File: src/rtl/adc_capture_avg.sv
// adc_capture_avg
//   Captures NUM_CH parallel ADC channels. It averages each channel over
//   windows of 2^LOG2_AVG accepted samples and reports the window peak-to-peak
//   span (max - min) for each channel.
//
// Ports
//   CLOCK      : sample clock. All logic runs on the rising edge.
//   RESET      : synchronous, active-high reset.
//   ADC_DATA   : NUM_CH samples. Channel k is at [k*DATA_W +: DATA_W].
//   ADC_VALID  : ADC_DATA carries a new sample this cycle.
//   ENABLE     : capture enable. Dropping it discards the partial window.
//   OUT_READY  : consumer accepts the current result.
//   OVR_CLR    : clears OVERRUN.
//   OUT_DATA   : per-channel window average, packed like ADC_DATA.
//   OUT_PEAK   : per-channel window max - min, unsigned, packed like ADC_DATA.
//   OUT_VALID  : OUT_DATA and OUT_PEAK hold an unconsumed result.
//   OVERRUN    : sticky. Set when a new result overwrote an unconsumed one.
//   state_dbg  : current FSM state (0 = IDLE, 1 = ACCUM).
//
// SIGNED_OUT = 0 : offset-binary samples in, unsigned averages out.
// SIGNED_OUT = 1 : the sample MSB is inverted, so the data is treated as
//                  two's complement. Sum, compare and shift are all signed.
module adc_capture_avg #(
  parameter int DATA_W     = 12,
  parameter int NUM_CH     = 2,
  parameter int LOG2_AVG   = 4,
  parameter int SIGNED_OUT = 0
) (
  input  logic                     CLOCK,
  input  logic                     RESET,
  input  logic [NUM_CH*DATA_W-1:0] ADC_DATA,
  input  logic                     ADC_VALID,
  input  logic                     ENABLE,
  input  logic                     OUT_READY,
  input  logic                     OVR_CLR,
  output logic [NUM_CH*DATA_W-1:0] OUT_DATA,
  output logic [NUM_CH*DATA_W-1:0] OUT_PEAK,
  output logic                     OUT_VALID,
  output logic                     OVERRUN,
  output logic                     state_dbg
);

  localparam int ACC_W = DATA_W + LOG2_AVG;
  localparam int CNT_W = (LOG2_AVG > 0) ? LOG2_AVG : 1;
  localparam logic [DATA_W-1:0] MSB_MASK = DATA_W'(1) << (DATA_W - 1);

  typedef enum logic [0:0] {
    IDLE  = 1'b0,
    ACCUM = 1'b1
  } state_t;

  state_t state, state_next;
  logic   accept;
  logic   clear;

  always_ff @(posedge CLOCK) begin
    if (RESET) state <= IDLE;
    else       state <= state_next;
  end

  // Acceptance depends only on ENABLE and ADC_VALID. A sample that arrives
  // on the same cycle ENABLE rises therefore already counts. Window state is
  // cleared on every cycle that ends in IDLE.
  always_comb begin
    state_next = state;
    accept     = 1'b0;
    clear      = 1'b0;
    case (state)
      IDLE:    if (ENABLE)  state_next = ACCUM;
      ACCUM:   if (!ENABLE) state_next = IDLE;
      default: state_next = IDLE;
    endcase
    accept = ENABLE && ADC_VALID;
    clear  = (state_next == IDLE);
  end

  assign state_dbg = (state == ACCUM);

  // Sample counter. With LOG2_AVG = 0, every sample is both first and last.
  logic [CNT_W-1:0] cnt;
  logic             first;
  logic             last;
  logic             complete;

  assign first    = (LOG2_AVG == 0) || (cnt == '0);
  assign last     = (LOG2_AVG == 0) || (cnt == {CNT_W{1'b1}});
  assign complete = accept && last;

  always_ff @(posedge CLOCK) begin
    if (RESET || clear) cnt <= '0;
    else if (accept)    cnt <= cnt + CNT_W'(1);
  end

  // Per-channel datapath. The window result is taken from the *_next values.
  // The result that loads on the completing edge therefore already includes
  // the last sample.
  logic [NUM_CH*DATA_W-1:0] avg_all;
  logic [NUM_CH*DATA_W-1:0] peak_all;

  for (genvar k = 0; k < NUM_CH; k++) begin : g_ch
    logic [DATA_W-1:0]        raw;
    logic [DATA_W-1:0]        s;
    logic signed [DATA_W:0]   sx;
    logic [ACC_W-1:0]         s_ext;
    logic [ACC_W-1:0]         acc;
    logic [ACC_W-1:0]         acc_next;
    logic signed [DATA_W:0]   mn;
    logic signed [DATA_W:0]   mx;
    logic signed [DATA_W:0]   mn_next;
    logic signed [DATA_W:0]   mx_next;
    logic [DATA_W-1:0]        span;

    assign raw = ADC_DATA[k*DATA_W +: DATA_W];

    // sx is a one-bit-wider signed value. For unsigned mode it is
    // zero-extended, so one signed compare serves both modes.
    always_comb begin
      s        = (SIGNED_OUT != 0) ? (raw ^ MSB_MASK) : raw;
      sx       = (SIGNED_OUT != 0) ? $signed({s[DATA_W-1], s}) : $signed({1'b0, s});
      s_ext    = ACC_W'(sx);
      acc_next = first ? s_ext : (acc + s_ext);
      mn_next  = (first || (sx < mn)) ? sx : mn;
      mx_next  = (first || (sx > mx)) ? sx : mx;
      span     = DATA_W'(mx_next - mn_next);
    end

    always_ff @(posedge CLOCK) begin
      if (RESET || clear) begin
        acc <= '0;
        mn  <= '0;
        mx  <= '0;
      end else if (accept) begin
        acc <= acc_next;
        mn  <= mn_next;
        mx  <= mx_next;
      end
    end

    if (SIGNED_OUT != 0) begin : g_signed
      assign avg_all[k*DATA_W +: DATA_W] = DATA_W'($signed(acc_next) >>> LOG2_AVG);
    end else begin : g_unsigned
      assign avg_all[k*DATA_W +: DATA_W] = DATA_W'(acc_next >> LOG2_AVG);
    end
    assign peak_all[k*DATA_W +: DATA_W] = span;
  end

  // Output handshake: a result transfers on any cycle with OUT_VALID = 1 and
  // OUT_READY = 1. OUT_VALID never drops without a transfer. A completing
  // window always loads: it replaces an unconsumed result and sets OVERRUN,
  // unless that result is being consumed on the same cycle.
  always_ff @(posedge CLOCK) begin
    if (RESET) begin
      OUT_DATA  <= '0;
      OUT_PEAK  <= '0;
      OUT_VALID <= 1'b0;
      OVERRUN   <= 1'b0;
    end else begin
      if (complete) begin
        OUT_DATA  <= avg_all;
        OUT_PEAK  <= peak_all;
        OUT_VALID <= 1'b1;
      end else if (OUT_VALID && OUT_READY) begin
        OUT_VALID <= 1'b0;
      end
      if (complete && OUT_VALID && !OUT_READY) OVERRUN <= 1'b1;
      else if (OVR_CLR)                        OVERRUN <= 1'b0;
    end
  end

endmodule

File: config.mk
export PLATFORM = sky130hd
export DESIGN_NAME = adc_capture_avg
export DESIGN_NICKNAME = d
export VERILOG_FILES = /design/src/rtl/adc_capture_avg.sv
export SDC_FILE = /design/constraint.sdc
export NUM_CORES = 1
export LEC_CHECK = 0
export CORE_UTILIZATION = 40
export DETAILED_ROUTE_END_ITERATION = 7
export DONT_BUFFER_PORTS = 1
export PLACE_DENSITY = 0.56
export SYNTH_ARGS = -nofsm -noshare
export SYNTH_HDL_FRONTEND = slang
export SYNTH_SLANG_ARGS = --single-unit
File: constraint.sdc
create_clock -name CLOCK -period 8.87 [get_ports CLOCK]
set_input_delay 1.3305 -clock CLOCK [delete_from_list [all_inputs] [get_ports CLOCK]]
set_output_delay 1.3305 -clock CLOCK [all_outputs]
set_load 0.02 [all_outputs]
==> results of run 1 <==
-- per-layer routing --
metal,wire length [um],up-vias,track usage (%)
li1,-,3841,-
met1,12120,3320,30.24
met2,9489,112,31.57
met3,895,25,3.811
met4,316,0,6.111
met5,0,-,0
-- layout make-up --
class,instances,area (um2)
Fill cell,2133,11710
Multi-Input combinational cell,837,5582
Sequential cell,135,2703
Clock buffer,19,432.9
Tap cell,275,344.1
Inverter,67,251.5
Clock inverter,13,132.6
Timing Repair Buffer,9,67.56
-- cell usage after synthesis (14+ instances only) --
cell      instances
nand2_1         114
o21ai_0          63
xnor2_1          28
a211oi_1         58
mux2i_1          14
a21o_1           17
dfxtp_1         135
inv_1            67
xor2_1           14
ha_1             94
o211a_1          22
nor2_1          126
a21oi_1         107
nor3_1           20
clkbuf_1         51
-- metrics by stage --
| step | setup WS, ps | cell area [um2] | cells | hold slack [ps] |
|---|---|---|---|---|
| global route | 3169 | 9513 | 1355 | 509.0 |
| CTS | 3593 | 9513 | 1355 | 491.4 |
| global placement | 3237 | 8947 | 1323 | 480.9 |
| finish | 3607 | 9513 | 1355 | 491.1 |
| detailed placement | 3141 | 8947 | 1323 | 483.1 |
| floorplan | 3870 | 8748 | 1097 | 468.5 |
-- power by group through the flow --
stage | registers [mW] | clock network, mW | logic (mW)
3_5_place_dp | 0.643 | 0 | 0.291
2_1_floorplan | 0.641 | 0 | 0.242
4_1_cts | 0.629 | 0.715 | 0.293
3_3_place_gp | 0.643 | 0 | 0.291
5_1_grt | 0.631 | 0.738 | 0.333
6_report | 0.629 | 0.697 | 0.293
-- worst max path at each step --
stage                             from            to  slack [ps]  cells past startpoint
after detailed placement  ADC_DATA[14]  OUT_PEAK[22]        3140                     18
after CTS                 ADC_DATA[14]  OUT_PEAK[22]        3590                     18
final                     ADC_DATA[14]  OUT_PEAK[22]        3610                     18
after floorplan           ADC_DATA[18]  OUT_PEAK[22]        3870                     18
after global routing      ADC_DATA[19]  OUT_PEAK[22]        3170                     18
after global placement    ADC_DATA[13]  OUT_PEAK[22]        3240                     18
-- worst max-delay path, cell delays in order --
cell and delay (ps):
ha_1 260, o21ai_0 70, o21ai_0 170, o211ai_1 130, a211oi_1 480, nand2_1 610
mux2_2 410, ha_1 170, inv_1 50, fa_1 400, a21o_1 170, a21oi_1 220
o21bai_1 120, a2111o_1 440, a41oi_1 240, xnor2_1 140, nand2_1 60, a21oi_1 160
-- registers in the layout, indices dropped and copies added (netlist names) --
name / flops
g_ch.mn: 24
OUT_VALID: 1
g_ch.acc: 32
OUT_DATA: 24
OVERRUN: 1
cnt: 4
state_dbg: 1
g_ch.mx: 24
OUT_PEAK: 24
-- kinds of logic (layout without fill, tap and decap cells) --
logic type / Yosys count / in the layout / share of synthesized area [%]
AND/OR/NAND/NOR: 341 / 341 / 17.52
AO/OA/AOI/OAI: 332 / 332 / 24.73
flip-flops: 135 / 135 / 30.89
buffers and inverters: 125 / 108 / 5.406
adder cells (fa/ha/maj): 98 / 98 / 14.36
XOR/XNOR: 42 / 42 / 4.205
multiplexers: 24 / 24 / 2.889
==> run metrics, run 1 <==
Clk pin slew, worst setup/hold paths 60 ps; Syn Nets 1225; fin crit share 59.33%; Cell Int Power 1.158 mW; Setup TNS 0 ps; Worst Skew 10.70 ps; Static Leak 3.877 nW; r2r worst-path depth 19; fin. max-slew vios 0; Hold Path Stages 2; Slew @ Worst Pin 789.3 ps; final hold vios 0; core box area 0.02122 mm2; Post-synth EDFFs 0; total power 1.619 mW; Avg WL per Cell 16.84 um; layout cells sized above 1 6.204%; pwr dens 170.2 mW/mm2; Antenna Violating Nets Remaining 0; total track usage 21.00%; critical hold path startpoint g_ch[0].mn[4]; Slew HR 47.25%; Crit Path Max Fanout 25; CTS tree done; drt drc 0; final wirelength 22.82 mm; Layout area overhead 8.739%; die area 0.02247 mm2; clk sinks 135; Synth top area share 30.89%; Clock Tree Root clkbuf_16; ranking of synthesized cells by area dfxtp_1 31%, ha_1 13%, a21oi_1 6.1%, nor2_1 5.4%, a211oi_1 5.0%; Setup-failing EPs final 0; startpoint types input pin; drt pass-1 iters 4; Mean Syn Cell Area 7.975 um2; post-cts resize count 0; count of input and output buffers 0; pin count of the biggest net entering global routing 100; Via density 5.386; Cells after Synth 1097; Die X 149.9 um; Psw 0.4606 mW; R2R Path Start g_ch[1].mn[7]; ant diodes 0; Die H 149.9 um; antenna violations before repair 0; Max Cap Viol 0; CP required 9230 ps; reg2reg setup slack 4110 ps; FP Rows 53; cell area after synthesis 0.008748 mm2; total gr overflow 0; R2R Path End OUT_PEAK[22]; Post-CTS Hold Fix Bufs 0; most frequent cells in the layout 135 x dfxtp_1, 126 x nor2_1, 114 x nand2_1, 107 x a21oi_1, 94 x ha_1; hold endpoint g_ch[0].mn[4]; RSZ-0062 raised after global routing false; sw frac 28.45%; kind of end point of the critical path flop; Comb power frac 18.1%; power share of the sequential group 38.9%; fmax 190.0 MHz; Iteration-0 DRC Markers 377; sequential element share of the synthesized area 30.89%; Detailed Place HPWL 15.95 mm; Initial Util 41.23%; most common cell after layout, fill and taps aside dfxtp_1; Final Net Count 1195; Clock Latency Late Sink 430 ps; Placer Congestion 0.8063; Final min period 5263 ps; HP Class reg2reg; Via Count 7298; synth unique cells 59; CP arrival 5630 ps; global-route wire length before repair 36.56 mm; Main synth FF type dfxtp_1; synthesis-stage register bit count 135; Yosys top cell by area dfxtp_1; CTS buffer count 17; maximum clock path buffer count 2; Clk pwr share 43.0%; H-tree levels 4; Async S/R FF share, synth 0%; fin util 44.83%; vias in the first global route 6858; Worst Setup Path Type in2reg; Max rail drop VDD 0.0001199 V; status finished, final reports clean; warnings from Yosys 0; Post-CTS Setup Inserts 0; Ports 81
No activity file was read; power rests on OpenSTA's default activity.
==> run 2: changes to the inputs <==
==> constraint.sdc (replaced) <==
create_clock -name CLOCK -period 4.85 [get_ports CLOCK]
set_input_delay 0.7275 -clock CLOCK [delete_from_list [all_inputs] [get_ports CLOCK]]
set_output_delay 0.7275 -clock CLOCK [all_outputs]
set_load 0.02 [all_outputs]
==> run 2 against run 1 <==
Hold slack got worse by 130 ps. Flip-flop and latch count stayed put. Non-clock buffer count up 8. Via count rose by 1.2%. Critical path depth did not move. Highest routed layer unchanged. Die area unchanged. Power is 89% higher. Design area up 1.2%. Utilization rose by 0.52 points. Largest cell class unchanged. Setup slack lost 3200 ps. Global-route usage decreased by 0.34 points. Register-to-register slack got worse by 3700 ps.
==> run metrics, run 2 (synthesis results as in run 1) <==
Setup-failing EPs final 0; Layout area overhead 10.01%; met1 GRT Util 28.83%; maximum clock path buffer count 2; kind of end point of the critical path flop; final wirelength 22.31 mm; Die X 149.9 um; Worst Skew 12.10 ps; antenna violations before repair 0; Static Leak 3.943 nW; Slew @ Worst Pin 1083 ps; register bank with the most flops g_ch.acc; HP Class in2reg; layout cells sized above 1 6.992%; CTS tree done; Antenna Violating Nets Remaining 0; H-tree levels 4; Via Count 7386; CTS buffer count 17; pwr dens 317.9 mW/mm2; Post-CTS Hold Fix Bufs 0; ant diodes 0; gr busiest metal met2; count of input and output buffers 0; Final Net Count 1203; Setup TNS 0 ps; total gr overflow 0; status finished, final reports clean; Final min period 4444 ps; power share of the sequential group 37.6%; Crit Path Max Fanout 4; max FFs per register 32; Clk pwr share 44.6%; RSZ-0062 raised after global routing false; Psw 0.8390 mW; pin count of the biggest net entering global routing 100; CP arrival 4800 ps; final hold vios 0; Slew HR 27.69%; Clk pin slew, worst setup/hold paths 60 ps; fin crit share 91.62%; met2 GRT Util 31.39%; drt drc 0; total track usage 20.66%; startpoint types flop; most frequent cells in the layout 135 x dfxtp_1, 126 x nor2_1, 114 x nand2_1, 107 x a21oi_1, 94 x ha_1; Comb power frac 17.7%; Max rail drop VDD 0.0001864 V; drt pass-1 iters 4; sw frac 27.43%; vias in the first global route 6943; hold slack 363.4 ps; placed instance area 0.009007 mm2; clk sinks 135; CP required 5210 ps; fmax 225.0 MHz; Detailed Place HPWL 16.01 mm; most common cell after layout, fill and taps aside dfxtp_1; core box area 0.02122 mm2; global-route wire length before repair 36.04 mm; die area 0.02247 mm2; Cell Int Power 2.220 mW; worst slack at placement 72.45 ps; met3 global-route usage 4.482%; Initial Util 41.23%; Clock Tree Root clkbuf_16; Final Instance Area 0.009624 mm2; FP Rows 53; fin. max-slew vios 0; Die H 149.9 um; Clock Latency Late Sink 430 ps; fin util 45.35%; Ports 81; worst setup margin 406.4 ps; Via density 5.423; Max Cap Viol 0; Worst Setup Path Type reg2reg; Placer Congestion 0.7759; Post-CTS Setup Inserts 0; Avg WL per Cell 16.38 um; Iteration-0 DRC Markers 386
[run 2: cell count changes in the layout (fill, tap and decap cells not counted), moves of 2 or more]
cell / before / now
clkbuf_8: 0 / 3
a2111oi_0: 3 / 1
clkbuf_1: 2 / 0
a2111oi_1: 0 / 2
buf_4: 9 / 17
clkinv_2: 5 / 2
[run 2: cell type report]
class                           count  area [um2]
Multi-Input combinational cell    837        5584
Clock inverter                     11       147.6
Timing Repair Buffer               17       127.6
Sequential cell                   135        2703
Clock buffer                       20       466.7
Fill cell                        2189       11600
Tap cell                          275       344.1
Inverter                           67       251.5
[run 2: what timing repair did]
item                                    CTS  global route
gates resized for setup                   0             2
endpoints found under the setup margin    0             3
endpoints found under the hold margin     0             0
[run 2: power by group through the flow]
stage	Sequential, mW	Clock [mW]	Combinational [mW]
final	1.15	1.37	0.543
after global routing	1.15	1.44	0.617
after CTS	1.15	1.39	0.545
after detailed placement	1.18	0	0.541
after global placement	1.17	0	0.536
after floorplan	1.17	0	0.443
[run 2: critical path: stages, from the launching register on]
cell and delay [ps]:
dfxtp_1 380, inv_1 100, ha_1 310, a21oi_1 140, o21ai_0 140, a2111oi_1 530, a21oi_1 250, mux2i_1 250
ha_1 230, inv_1 60, fa_1 390, a21o_1 170, a21oi_1 220, o21bai_1 130, a2111o_1 430, a41oi_1 250
xnor2_1 150, nand2_1 70, a21oi_1 170
[run 2: final timing paths]
kind	slack, ps	to	cells past startpoint	startpoint
worst min-delay path	360	OUT_PEAK[13]	1	RESET
worst min register to register	490	g_ch[1].mn[2]	2	g_ch[1].mn[2]
worst max-delay path	410	OUT_PEAK[10]	18	g_ch[0].mx[11]
worst max register to register	410	OUT_PEAK[10]	18	g_ch[0].mx[11]
[run 2: per-stage QoR]
| stage | power, mW | std cells |
|---|---|---|
| floorplan | 1.615 | 1097 |
| global placement | 1.711 | 1331 |
| detailed placement | 1.716 | 1331 |
| CTS | 3.085 | 1362 |
| global route | 3.211 | 1362 |
| finish | 3.059 | 1362 |
[run 2: per-layer routing]
metal,part of all wire (%),up-vias
li1,-,3859
met5,0,-
met2,42,130
met1,52,3370
met4,1.8,0
met3,4.5,27
